`config.mk`:
```
export PLATFORM = sky130hd
export DESIGN_NAME = pld_fsw_debounce
export DESIGN_NICKNAME = d
export VERILOG_FILES = /design/src/rtl/pld_fsw_debounce.sv
export SDC_FILE = /design/constraint.sdc
export NUM_CORES = 1
export LEC_CHECK = 0
export CELL_PAD_IN_SITES_DETAIL_PLACEMENT = 0
export CELL_PAD_IN_SITES_GLOBAL_PLACEMENT = 2
export CORE_MARGIN = 2
export CORE_UTILIZATION = 41
export CTS_CLUSTER_DIAMETER = 30
export DETAILED_ROUTE_END_ITERATION = 10
export GPL_ROUTABILITY_DRIVEN = 0
export PLACE_DENSITY_LB_ADDON = 0.1
export SLEW_MARGIN = 10
export SYNTH_ARGS = -nofsm -noshare
export SYNTH_HDL_FRONTEND = slang
export SYNTH_SLANG_ARGS = --single-unit
export TNS_END_PERCENT = 100
```
`constraint.sdc`:
```
create_clock -name clk -period 3 [get_ports clk]
set_input_delay 0.6 -clock clk [delete_from_list [all_inputs] [get_ports clk]]
set_output_delay 0.6 -clock clk [all_outputs]
set_load 0.005 [all_outputs]
```
`src/rtl/pld_fsw_debounce.sv`:
```
// pld_fsw_debounce: footswitch synchroniser, debouncer and bypass toggle.
// Define FSW_LONG_PRESS_EN to build the long-press counter and strobe.
module pld_fsw_debounce #(
  parameter int unsigned DEBOUNCE_CYCLES   = 1000000,
  parameter int unsigned LONG_PRESS_CYCLES = 50000000,
  parameter logic        BYPASS_RESET      = 1'b1
) (
  input  logic clk,
  input  logic resetn,
  input  logic fsw_n,
  output logic fsw_level,
  output logic press_pulse,
  output logic release_pulse,
  output logic bypass,
  output logic long_press
);

  localparam int unsigned DW = $clog2(DEBOUNCE_CYCLES);
  localparam logic [DW-1:0] DMAX = DW'(DEBOUNCE_CYCLES - 1);

  if (DEBOUNCE_CYCLES < 2 ||
      LONG_PRESS_CYCLES <= DEBOUNCE_CYCLES) begin : g_bad_cfg
    $error("pld_fsw_debounce: bad cycle parameters");
  end

`ifdef FSW_LONG_PRESS_EN
  localparam int unsigned LW = $clog2(LONG_PRESS_CYCLES);
  localparam logic [LW-1:0] LMAX = LW'(LONG_PRESS_CYCLES - 1);

  typedef enum logic [1:0] {UP, DOWN, LONG} state_t;

  logic [LW-1:0] lcnt;
`else
  typedef enum logic {UP, DOWN} state_t;
`endif

  state_t        state;
  logic [1:0]    sync;
  logic [DW-1:0] dcnt;
  logic          fsw_s;
  logic          differ;
  logic          accept;

  // sync[1] is the second flop; the pin is active-low
  assign fsw_s  = ~sync[1];
  assign differ = fsw_s != fsw_level;
  assign accept = differ && (dcnt == DMAX);

  always_ff @(posedge clk or negedge resetn) begin
    if (!resetn) begin
      sync          <= 2'b11;
      dcnt          <= '0;
      fsw_level     <= 1'b0;
      press_pulse   <= 1'b0;
      release_pulse <= 1'b0;
      bypass        <= BYPASS_RESET;
      state         <= UP;
`ifdef FSW_LONG_PRESS_EN
      lcnt          <= '0;
      long_press    <= 1'b0;
`endif
    end else begin
      sync          <= {sync[0], fsw_n};
      press_pulse   <= 1'b0;
      release_pulse <= 1'b0;
      dcnt          <= (differ && !accept) ? dcnt + 1'b1 : '0;
      if (accept) fsw_level <= ~fsw_level;
`ifdef FSW_LONG_PRESS_EN
      long_press    <= 1'b0;
`endif
      unique case (state)
        UP: begin
`ifdef FSW_LONG_PRESS_EN
          lcnt <= '0;
`endif
          if (accept) begin
            press_pulse <= 1'b1;
            bypass      <= ~bypass;
            state       <= DOWN;
          end
        end
        DOWN: begin
          if (accept) begin
            release_pulse <= 1'b1;
            state         <= UP;
          end
`ifdef FSW_LONG_PRESS_EN
          else if (lcnt == LMAX) begin
            long_press <= 1'b1;
            state      <= LONG;
          end else begin
            lcnt <= lcnt + 1'b1;
          end
`endif
        end
`ifdef FSW_LONG_PRESS_EN
        LONG: begin
          if (accept) begin
            release_pulse <= 1'b1;
            state         <= UP;
          end
        end
`endif
        default: state <= UP;
      endcase
    end
  end

`ifndef FSW_LONG_PRESS_EN
  assign long_press = 1'b0;
`endif

endmodule

```
==> metrics.cfg <==
[worst_setup_path]
slowest_delay_ns = 0.41
endpoint_kind = flip-flop
path_cells = ha_1 -> nand3_4 -> or2_1 -> nor2_1 -> and2_1 -> ha_1 -> xor2_1
arrival_ns = 2.26
cp_max_fo = 7
cp.required_ns = 3.25
worstSetupStartpointType = flip-flop
critical_path_class = reg2reg
critPathMostFrequentCell = ha_1
crit_slowest_cell = dfrtp_1

[power]
vdd.ir_drop.worst_mv = 0.181
p_leak_nw = 0.621
cellPowerDensity_nw_per_um2 = 377

[clocking]
hold_buffers = 0
cts_htree_levels = 1
ctsResizeCount = 0
clock_latency_ns = 0.32
ctsLongestPathBuffers = 2
cts.clk_slew.worst_paths_ns = 0.14
cts_tree = done
clock-sinks = 27
postCtsSetupBuffers = 0
cts-buffers-inserted = 3
root_buffer = clkbuf_4

[timing]
hold_violations = 0
finClkSkew_ns = 0.00863
finalCritPeriodShare_pct = 66.8
rsz0062_at_grt = no
slew_violations = 0
timing.final.ws_setup_ns = 0.996
setup_viol = 0
fmax_ghz = 0.499
maxSlewHeadroom_pct = 66.6
tightest_slew_ns = 0.499
tns_ns = 0
fin_crit_ns = 2.00

[grt]
grt_overflow = 0
grt_pass1_wl_um = 3870
grt_pass1_vias = 840
grt_max_degree = 28
antenna_found_initial = 0
gr-usage-all-layers_pct = 14.2

[final_layout]
antennaDiodeCount = 0
fillCellCount = 298
syn2layout_area_growth_pct = 8.87
drive_gt1_share_pct = 12.4
fin_nets = 136

[yosys]
yosys.area.top_type = dfrtp_1
yosysMostFrequentCell = dfrtp_1
synth-main-ff-cell = dfrtp_1
synth_top_area_share_pct = 44.8
synthTopCellsByCount = 24 x dfrtp_1, 22 x nor2_1, 14 x xnor2_1
synth_cell_types = 30
synthesis.nets = 127
synthTopCellsByArea = dfrtp_1 45%, xnor2_1 9.2%, nor2_1 6.2%, dfstp_2 5.9%, nand4_4 3.2%
yosysSeqAreaShare_pct = 50.7
synth_warnings = 0
synth_edf_count = 0
ys_async_sr_fraction_pct = 100
synth_seq_cells = 27
synth_area_um2 = 1340
syn_avg_cell_area_um2 = 11.1
syn-instance-count = 121

[floorplan]
die_w_um = 61.2
dieHeight_um = 61.2
core_area_um2 = 3080
start_util_pct = 43.5
ios = 8
die_area_um2 = 3740
rows = 20

[detailed_routing]
drc = 0
dr_wl_met3_um = 83
drtIter0Drc = 43
wl_met2_um = 1030
wl_met1_um = 1080
drtPass1Iterations = 4
maxUsedRoutingLayer = met4
ant_nets = 0
viasPerCell = 4.89
drt-total-wl_um = 2200
num_vias = 846
wire_per_inst_um = 12.7

[job]
cap_violations = 0

[place]
post-place-ws_ns = 1.03
port_buffers = 6
dp_hpwl_um = 1570

[run_status]
outcome = finished clean

[worst_hold_path]
hold_class = reg2reg

==> sequential cells by signal, summed over array words and instances, names as in the netlist <==
name           count
bypass             1
dcnt              20
fsw_level          1
press_pulse        1
release_pulse      1
state              1
sync               2
==> per-stage QoR <==
step	cell area [µm²]	power (mW)	util, %	instances	hold WS [ns]
floorplan	1340	0.393	-	121	0.304
global placement	1430	0.404	46.5	169	0.350
detailed placement	1430	0.404	46.5	169	0.351
CTS	1460	0.563	47.4	173	0.373
global route	1460	0.581	47.4	173	0.375
finish	1460	0.550	47.4	173	0.370
==> power breakdown <==
part	total, mW	switching (mW)	internal [mW]	leakage (nW)
Sequential	0.374	0.00438	0.370	0.364
Clock	0.153	0.101	0.0520	0.0150
Combinational	0.0225	0.0151	0.00743	0.242
Total	0.550	0.121	0.429	0.621
==> cells in the final DEF, fill, tap and decap left out, types with 2 or more instances in the layout <==
cell type and instances:
ha_1 3, xor2_1 3, nor2_1 22, nand4_1 4, clkbuf_4 3, dfrtp_1 24
o21ai_0 3, and3_1 2, nand4_4 2, nor4_4 2, nor4_1 5, xnor2_1 14
nor3_1 4, nand3_1 4, dfstp_2 3, inv_1 7, nand2_1 4, clkdlybuf4s50_1 6
==> metal layers <==
metal	track usage, %	vias up
met5	0	-
met4	2.80	0
met3	5.04	2
met2	22.9	13
met1	18.5	406
li1	-	425
==> worst max-delay path, delay by kind of cell (launching register included) <==
kind	cells	cell delay, ns
flops	1	0.41
xor+xnor	1	0.15
fa+ha+maj	2	0.43
simple gates	4	0.94
==> final timing paths <==
kind / startpoint / to / slack, ns / depth (start not counted)
setup / recovery: dcnt[0] / bypass / 1.0 / 7
hold reg to reg: sync[0] / sync[1] / 0.37 / 0
min in group asynchronous: resetn / dcnt[7] / 0.63 / 2
max in group asynchronous: resetn / sync[1] / 2.06 / 2
setup reg to reg: dcnt[0] / bypass / 1.0 / 7
hold / removal: sync[0] / sync[1] / 0.37 / 0
==> cell type report <==
| class | count | area (µm²) | area share [%] |
|---|---|---|---|
| clock buffers | 4 | 26.3 | 1.80 |
| inverters | 7 | 26.3 | 1.80 |
| multi-input cells | 84 | 604 | 41.4 |
| flip-flops and latches | 27 | 679 | 46.6 |
| well taps | 44 | 55.1 | 3.77 |
| repair buffers | 7 | 67.6 | 4.63 |
==> cell families (layout without fill, tap and decap cells) <==
kind of cell | Yosys count | count (layout) | share of synthesized area [%]
simple gates | 55 | 55 | 26.2
flops | 27 | 27 | 50.7
xor+xnor | 17 | 17 | 11.1
buf+inv | 10 | 18 | 4.20
compound gates | 7 | 7 | 3.92
fa+ha+maj | 3 | 3 | 2.80
other cells | 1 | 1 | 0.280
mux | 1 | 1 | 0.747
No activity file was read; power rests on OpenSTA's default activity.
